**src/rtl/brick_field_renderer.sv**
```systemverilog
// Breakout screen renderer: housing, paddle, ball and a field of destructible bricks.
// Optional build macro BRICK_ROW_COLOR_EN selects a per-row brick palette instead of white bricks.
module brick_field_renderer #(
  parameter int BRICK_ROWS          = 6,
  parameter int BRICK_COLS          = 14,
  parameter int ROW_W               = 3,
  parameter int COL_W               = 4,
  parameter int CNT_W               = 7,
  parameter int BRICK_W_TILES       = 7,
  parameter int BRICK_H_TILES       = 2,
  parameter int FIELD_X_TILE        = 1,
  parameter int FIELD_Y_TILE        = 12,
  parameter int CEILING_Y_TILE      = 9,
  parameter int LEFT_WALL_X_TILE    = 0,
  parameter int RIGHT_WALL_X_TILE   = 99,
  parameter int PADDLE_Y_TILE       = 73,
  parameter int PADDLE_LENGTH_PIXEL = 60,
  parameter int BALL_SIZE_PIXEL     = 8,
  parameter int SCREEN_HEIGHT       = 600
) (
  input  logic             CLK,
  input  logic             RESET_N,
  input  logic [9:0]       X_PIXEL,
  input  logic [9:0]       Y_PIXEL,
  input  logic [9:0]       PADDLE_X_PIXEL,
  input  logic [9:0]       BALL_X_PIXEL,
  input  logic [9:0]       BALL_Y_PIXEL,
  input  logic             NEW_LEVEL,
  input  logic             HIT_VALID,
  input  logic [ROW_W-1:0] HIT_ROW,
  input  logic [COL_W-1:0] HIT_COL,
  output logic             HIT_READY,
  output logic             HIT_ACK,
  output logic             HIT_LIVE,
  output logic [CNT_W-1:0] BRICKS_LEFT,
  output logic             LEVEL_CLEAR,
  output logic             FRAME_DONE,
  output logic [7:0]       COLOR
);

  localparam int NBRICK = BRICK_ROWS * BRICK_COLS;
  localparam int IDX_W  = (NBRICK > 1) ? $clog2(NBRICK) : 1;
  localparam logic [CNT_W-1:0] FULL_CNT = CNT_W'(NBRICK);

`ifdef BRICK_ROW_COLOR_EN
  function automatic logic [7:0] brick_color(input logic [2:0] r);
    case (r)
      3'd0:    brick_color = 8'hE0;
      3'd1:    brick_color = 8'hEC;
      3'd2:    brick_color = 8'hFC;
      3'd3:    brick_color = 8'h1C;
      3'd4:    brick_color = 8'h1F;
      3'd5:    brick_color = 8'h03;
      3'd6:    brick_color = 8'hE3;
      default: brick_color = 8'hFF;
    endcase
  endfunction
`endif

  logic [NBRICK-1:0] alive;
  logic [CNT_W-1:0]  bricks_left, cnt_next;
  logic              hit_ack_p0, hit_live_p0, level_clear_p0, frame_done_p0;
  logic [7:0]        color_p0, pix_color, brick_rgb;

  int               xi, yi, xt, yt, col, row, xoff, yoff;
  logic             in_field, mortar, brick_on, housing, paddle, ball;
  logic [IDX_W-1:0] bidx;

  // Brick column/row found by walking the tile boundaries of each brick edge
  always_comb begin
    xi   = int'(X_PIXEL);
    yi   = int'(Y_PIXEL);
    xt   = int'(X_PIXEL[9:3]);
    yt   = int'(Y_PIXEL[9:3]);
    col  = 0;
    row  = 0;
    for (int c = 1; c < BRICK_COLS; c++)
      if (xt >= FIELD_X_TILE + c * BRICK_W_TILES) col = c;
    for (int r = 1; r < BRICK_ROWS; r++)
      if (yt >= FIELD_Y_TILE + r * BRICK_H_TILES) row = r;
    xoff     = xi - (FIELD_X_TILE + col * BRICK_W_TILES) * 8;
    yoff     = yi - (FIELD_Y_TILE + row * BRICK_H_TILES) * 8;
    in_field = (xt >= FIELD_X_TILE) && (xt < FIELD_X_TILE + BRICK_COLS * BRICK_W_TILES) &&
               (yt >= FIELD_Y_TILE) && (yt < FIELD_Y_TILE + BRICK_ROWS * BRICK_H_TILES);
    mortar   = (xoff == BRICK_W_TILES * 8 - 1) || (yoff == BRICK_H_TILES * 8 - 1);
    bidx     = in_field ? IDX_W'(row * BRICK_COLS + col) : '0;
    brick_on = in_field && !mortar && alive[bidx];
`ifdef BRICK_ROW_COLOR_EN
    brick_rgb = brick_color(row[2:0]);
`else
    brick_rgb = 8'hFF;
`endif
    housing = (yt == CEILING_Y_TILE) ||
              ((yt > CEILING_Y_TILE) && ((xt == LEFT_WALL_X_TILE) || (xt == RIGHT_WALL_X_TILE)));
    paddle  = (yt == PADDLE_Y_TILE) && (xi >= int'(PADDLE_X_PIXEL)) &&
              (xi < int'(PADDLE_X_PIXEL) + PADDLE_LENGTH_PIXEL);
    ball    = (xi >= int'(BALL_X_PIXEL)) && (xi < int'(BALL_X_PIXEL) + BALL_SIZE_PIXEL) &&
              (yi >= int'(BALL_Y_PIXEL)) && (yi < int'(BALL_Y_PIXEL) + BALL_SIZE_PIXEL);
    if (ball || paddle || housing) pix_color = 8'hFF;
    else if (brick_on)             pix_color = brick_rgb;
    else                           pix_color = 8'h00;
  end

  int               hr, hc;
  logic             hit_in_range, hit_accept, hit_live_now;
  logic [IDX_W-1:0] hidx;

  // Hit lookup; out-of-range targets are acknowledged but never touch the bitmap
  always_comb begin
    hr           = int'(HIT_ROW);
    hc           = int'(HIT_COL);
    hit_in_range = (hr < BRICK_ROWS) && (hc < BRICK_COLS);
    hidx         = hit_in_range ? IDX_W'(hr * BRICK_COLS + hc) : '0;
    HIT_READY    = (int'(Y_PIXEL) >= SCREEN_HEIGHT) && !NEW_LEVEL && RESET_N;
    hit_accept   = HIT_VALID && HIT_READY;
    hit_live_now = hit_accept && hit_in_range && alive[hidx];
    if (NEW_LEVEL)         cnt_next = FULL_CNT;
    else if (hit_live_now) cnt_next = bricks_left - CNT_W'(1);
    else                   cnt_next = bricks_left;
  end

  // Stage p0: registered colour, frame sync and hit response
  always_ff @(posedge CLK) begin
    if (!RESET_N) begin
      alive          <= '1;
      bricks_left    <= FULL_CNT;
      hit_ack_p0     <= 1'b0;
      hit_live_p0    <= 1'b0;
      level_clear_p0 <= 1'b0;
      frame_done_p0  <= 1'b0;
      color_p0       <= 8'h00;
    end else begin
      hit_ack_p0     <= hit_accept;
      hit_live_p0    <= hit_live_now;
      bricks_left    <= cnt_next;
      level_clear_p0 <= (cnt_next == '0);
      frame_done_p0  <= (X_PIXEL == 10'd0) && (int'(Y_PIXEL) == SCREEN_HEIGHT);
      color_p0       <= pix_color;
      if (NEW_LEVEL)         alive       <= '1;
      else if (hit_live_now) alive[hidx] <= 1'b0;
    end
  end

  assign HIT_ACK     = hit_ack_p0;
  assign HIT_LIVE    = hit_live_p0;
  assign BRICKS_LEFT = bricks_left;
  assign LEVEL_CLEAR = level_clear_p0;
  assign FRAME_DONE  = frame_done_p0;
  assign COLOR       = color_p0;

endmodule

```
**config.mk**
```make
export PLATFORM = sky130hd
export DESIGN_NAME = brick_field_renderer
export DESIGN_NICKNAME = d
export VERILOG_FILES = /design/src/rtl/brick_field_renderer.sv
export SDC_FILE = /design/constraint.sdc
export NUM_CORES = 1
export LEC_CHECK = 0
export BUFFER_PORTS_ARGS = -buffer_cell sky130_fd_sc_hd__buf_2
export CORE_MARGIN = 1.5
export CORE_UTILIZATION = 66
export DETAILED_ROUTE_END_ITERATION = 12
export HOLD_SLACK_MARGIN = 0.12
export PLACE_DENSITY_LB_ADDON = 0.1
export SETUP_SLACK_MARGIN = 0.3
export SYNTH_ARGS = -nofsm -noshare
export SYNTH_HDL_FRONTEND = slang
export SYNTH_SLANG_ARGS = --single-unit
```
**constraint.sdc**
```tcl
create_clock -name CLK -period 16.2 [get_ports CLK]
set_input_delay 1.62 -clock CLK [delete_from_list [all_inputs] [get_ports CLK]]
set_output_delay 1.62 -clock CLK [all_outputs]
set_load 0.02 [all_outputs]
```
* Word-level counts from Yosys, hierarchy flattened
Index checks and enable logic that the tools add are counted.
** Word-level totals
- Register bits after elaboration :: 103
- Input port bits :: 61
- Output and inout port bits :: 20
- Logic and storage cells :: 124
** Cells by class
- $add $sub $neg :: 10
- Multipliers :: 3
- $lt $le $gt $ge :: 35
- Eq/ne operators :: 6
- Muxes and demuxes :: 30
- Bitwise gates (word level) :: 3
- Reduce and logical (&&, ||, !) cells :: 30
** Operators with widths (count)
- $mux 32 :: 16
- $and 84x84->84 :: 1
- $not 84->84 :: 1
- $sub 11x32->32 :: 2
- $ge 7x5->1 const B :: 6
- $ge 7x7->1 const B :: 5
- $lt 10x11->1 :: 3
- $eq 32x5->1 const B :: 1
- $eq 32x7->1 const B :: 1
- $mul 32x4->29 const B :: 1
- $mul 32x4->6 const B :: 1
- $ge 10x10->1 :: 3
- $add 2x29->29 const A :: 1
- $add 5x29->29 const A :: 1
- $ge 7x4->1 const B :: 4
- $ge 7x6->1 const B :: 4
- $mux 7 :: 4
- $add 10x4->11 const B :: 2
- $logic_and 1x1->1 :: 19
- $lt 7x8->1 const B :: 2
- $mux 8 :: 2
- $bmux 1 s7 :: 2
- $ge 7x1->1 const B :: 2
- $logic_not 7->1 :: 2
- other kinds (22) :: 31

* Logic depth before layout (Yosys ltp)
- Depth in word-level cells :: 24
- Depth in mapped cells :: 28
- Depth with buffers taken out :: 27

* Least setup slack after synthesis
No wires, ideal clock.
- Path type :: in2reg
- Start :: input port X_PIXEL[4]
- End :: register color_p0[6], in the netlist COLOR[6]
- Setup time :: 0.128 ns
- Data arrival time :: 6.326 ns
- Required time :: 16.072 ns
- Path slack :: 9.746 ns
- Cell stages on the path :: 26
- Path buffers :: 3
- Cells stage by stage :: buf_6 > a21bo_2 > a211oi_1 > a311oi_4 > or2_1 > buf_6 > buf_2 > ha_1 > inv_1 > ha_1 > fa_1 > inv_1 > ha_1 > o21ai_0 > nand2b_1 > a211o_1 > o211ai_1 > nand2_1 > a21o_1 > ha_1 > nor4_1 > nand3_1 > a41oi_1 > a41oi_1 > o31ai_1 > a211oi_1
** On the way
- Cells in the longest elaborated chain, start to end :: 24
- Elaborated cells between the ends (all ways) :: 61
- Those cells by class :: add/sub (3); mul (1); order compare (19); eq/ne (2); mux (18); reduce/logical (18)
** Ends and longest elaborated chain
- start: declaration :: RTL line 23 : input logic [9:0] X_PIXEL,
- $ge 7x4->1 :: RTL line 78 : if (xt >= FIELD_X_TILE + c * BRICK_W_TILES) col = c;
- $mux 1 :: RTL line 78
- $mux 32 (12 in a row) :: RTL line 78
- $mul 32x4->29 :: RTL line 81 : xoff = xi - (FIELD_X_TILE + col * BRICK_W_TILES) * 8;
- $add 2x29->29 :: RTL line 81
- $sub 11x32->32 :: RTL line 81
- $eq 32x7->1 :: RTL line 85 : mortar = (xoff == BRICK_W_TILES * 8 - 1) || (yoff == BRICK_H_TILES * 8 - 1);
- $logic_or 1x1->1 :: RTL line 85
- $logic_not 1->1 :: RTL line 87 : brick_on = in_field && !mortar && alive[bidx];
- $logic_and 1x1->1 (2 in a row) :: RTL line 87
- $mux 8 :: RTL line 100 : else if (brick_on) pix_color = brick_rgb;
- $mux 8 * :: RTL line 99 : if (ball || paddle || housing) pix_color = 8'hFF;
- end signal: assignment :: RTL line 138 : color_p0 <= pix_color;
- end: declaration :: RTL line 63 : logic [7:0] color_p0, pix_color, brick_rgb;
Every way passes the cells marked *; elsewhere a longest branch is shown, timed or not. The select of a mux whose other input is x is not followed.
A chain may end at the register's enable or synchronous reset.

* Final worst setup path
- Start :: input port X_PIXEL[6]
- End :: register color_p0[6], in the netlist COLOR[6]
The elaborated chain is that of the path after synthesis.

==> flow_summary_export.csv <==
group,metric,value,unit
sta,hold_viol_final,0,
layout,final_util,73.57,%
detailed_routing,wl,25390,um
detailed_routing,vias,8768,
power,p_per_area,77.69,nW/um^2
layout,insertedDiodeCount,0,
sta,tightestPinTransition,1.111,ns
synth,synthMuxAreaShare,5.348,%
floorplan,fp-row-count,41,
clocking,cts.root.buffer_cell,"clkbuf_16",
sta,finalSetupViolations,0,
sta,fmax,0.1456,GHz
synth,ys_warn_count,0,
worst_setup_path,critPathKind,"primary input to register",
sta,tns,0,ns
sta,period_needed,6.867,ns
synth,synth.distinct_cells,91,
worst_setup_path,worst-path-buf-inv,4,
synth,netlist_area,8773,sq um
layout,areaGrowthSynthToFinish,7.116,%
worst_setup_path,worstSetupStartpointType,"primary input",
floorplan,die_w,118.3,um
clocking,h-tree-depth,3,
worst_setup_path,crit_top_cell,"ha_1",
global_routing,grt_pass1_vias,8066,
clocking,cts_tree,"yes",
layout,nNetsFinal,1290,
synth,synthSimpleGateAreaFrac,20.14,%
clocking,cts_hold_buf,0,
layout,layout_common_cells,"nand2_1, dfxtp_1, ha_1",
status,status,"finished clean",
worst_setup_path,critPathMaxFanout,18,
global_routing,track_usage,36.12,%
floorplan,initial_utilization,68.68,%
placed_design,gp_congestion,0.9989,
worst_setup_path,endpoint_kind,"register",
global_routing,grt.overflow.total,0,
floorplan,die_h,118.3,um
clocking,clk_pin_slew,0.07,ns
placed_design,dp_hpwl,18100,um
global_routing,grt_max_degree,87,
detailed_routing,drt_first_pass_iters,8,
clocking,numCtsBuffers,9,
floorplan,dieArea,13990,sq um
sta,timing.hold.ws,0.4748,ns
sta,fin_skew,0.005994,ns
detailed_routing,drtIter0Drc,1143,
synth,yosys_most_used_dff,"dfxtp_1",
sta,layout_setup_ws,9.333,ns
clocking,ctsLongestPathBuffers,2,
global_routing,grt_first_pass_wirelength,41170,um
detailed_routing,wl_per_cell,19.50,um
synth,synth_nets,1256,
placed_design,portBuffers,80,
min_path,hold_path.class,"register to register",
synth,synth_top_family_by_area,"compound AO/OA/AOI/OAI gates",
power,ir_drop,0.05908,mV
placed_design,dp_slack,9.048,ns
worst_setup_path,crit_arrival,7.09,ns
worst_setup_path,slowest_stage,"fa_1",
run,cap_violations,0,
layout,final_common_cell,"nand2_1",
synth,syn_avg_cell_area,8.034,sq um
synth,synthAdderAreaFrac,15.37,%
clocking,clk-insertion-delay-late,0.35,ns
floorplan,core_area,12770,sq um
detailed_routing,via_per_inst,6.734,
clocking,cts_sinks,96,
clocking,postCtsSetupRepairBufs,0,
sta,slew_violations,0,
synth,synth-xor-area-share,3.950,%
clocking,cts-resized-gates,0,
sta,min_period_over_period,42.39,%
layout,drive_gt1_share,13.54,%
worst_setup_path,cp.required,16.43,ns
power,power,0.0007302,W
sta,max_slew_margin,24.87,%
worst_setup_path,critPathTopFamily,"adder cells",
synth,synth-compound-area-share,25.96,%
synth,synthCells,1092,
synth,ys_ff_latch,96,
floorplan,pin_count,81,
synth,async_reset_ff_share,0,%
detailed_routing,drc,0,
synth,ys_seq_area_share,21.91,%
layout,n_fill_cell,1004,
global_routing,antenna_found_initial,0,
worst_setup_path,slowest_delay,0.54,ns
synth,synth-edff-count,0,
power,p_leak,3.852,nW
sta,grt_setup_unrepaired,"no",
detailed_routing,ant_nets,0,
## per-layer routing
| layer | GRT usage [%] | vias up | part of all wire (%) |
|---|---|---|---|
| met1 | 51.92 | 4042 | 43 |
| met5 | 0 | - | 0 |
| li1 | - | 4108 | - |
| met3 | 8.349 | 87 | 12 |
| met4 | 13.26 | 0 | 3.2 |
| met2 | 52.40 | 531 | 42 |
## cells in the mapped netlist, drive strengths merged (6+ instances only)
cell type,n,area [sq um]
mux2,16,180.2
xor2,10,87.58
nand3b,6,45.04
nor3,32,165.2
o22ai,16,100.1
nand2b,14,87.58
or3,10,62.56
inv,81,306.5
o31ai,86,645.6
ha,95,1189
xnor2,27,236.5
a21oi,40,200.2
nand2,132,495.5
o21a,9,67.56
nor2b,14,87.58
nor4,18,140.1
o211ai,12,90.09
and2,6,37.54
buf,36,227.7
a211oi,14,110.1
dfxtp,96,1922
nor2,44,167.7
fa,8,160.2
mux2i,24,244.0
or2,6,37.54
nand4,9,56.30
and3,10,62.56
o21ai,57,292.8
a31oi,11,83.83
a21o,7,52.55
nand3,30,150.1
clkbuf,29,108.9
## where the power goes
group,internal [W],switching [W]
Combinational,0.000103,0.000187
Clock,0.000108,0.0000949
Sequential,0.000236,0.000000553
Total,0.000448,0.000282
## metrics by stage
stage | std cells | cell area (sq um)
global route | 1302 | 9398
detailed placement | 1287 | 9125
floorplan | 1092 | 8773
CTS | 1302 | 9398
global placement | 1287 | 9125
finish | 1302 | 9398
## worst register-to-register path, delay by kind of cell (launching register included)
| kind | cells | cell delay (ns) |
|---|---|---|
| buffers and inverters | 1 | 0.38 |
| AO/OA/AOI/OAI | 6 | 1.70 |
| AND/OR/NAND/NOR | 2 | 0.19 |
| flip-flops | 1 | 0.37 |
| multiplexers | 1 | 0.16 |
## sequential cells by signal (all words and copies together) (netlist names)
signal / count
BRICKS_LEFT: 7
COLOR: 1
FRAME_DONE: 1
HIT_ACK: 1
HIT_LIVE: 1
LEVEL_CLEAR: 1
alive: 84
## cells by family after synthesis
family,count (synthesis)
simple gates,351
xor+xnor,38
compound gates,316
fa+ha+maj,103
flops,96
mux,42
buf+inv,146
## worst paths after layout
check | startpoint | to | slack (ns) | depth (start not counted)
worst max-delay path | X_PIXEL[6] | COLOR[6] | 9.33 | 25
worst min-delay path | alive[25] | alive[25] | 0.47 | 2
worst max register to register | alive[70] | alive[77] | 13.22 | 10
worst min register to register | alive[25] | alive[25] | 0.47 | 2
## area by class of cell
class / count / area [sq um] / share of cell area (%)
clock buffers: 11 / 242.7 / 2.583
clock inverters: 4 / 30.03 / 0.3195
inverters: 81 / 306.5 / 3.262
multi-input cells: 850 / 6221 / 66.20
flip-flops and latches: 96 / 1922 / 20.45
well taps: 172 / 215.2 / 2.290
repair buffers: 88 / 460.4 / 4.899
(Power assumes the default switching activity.)
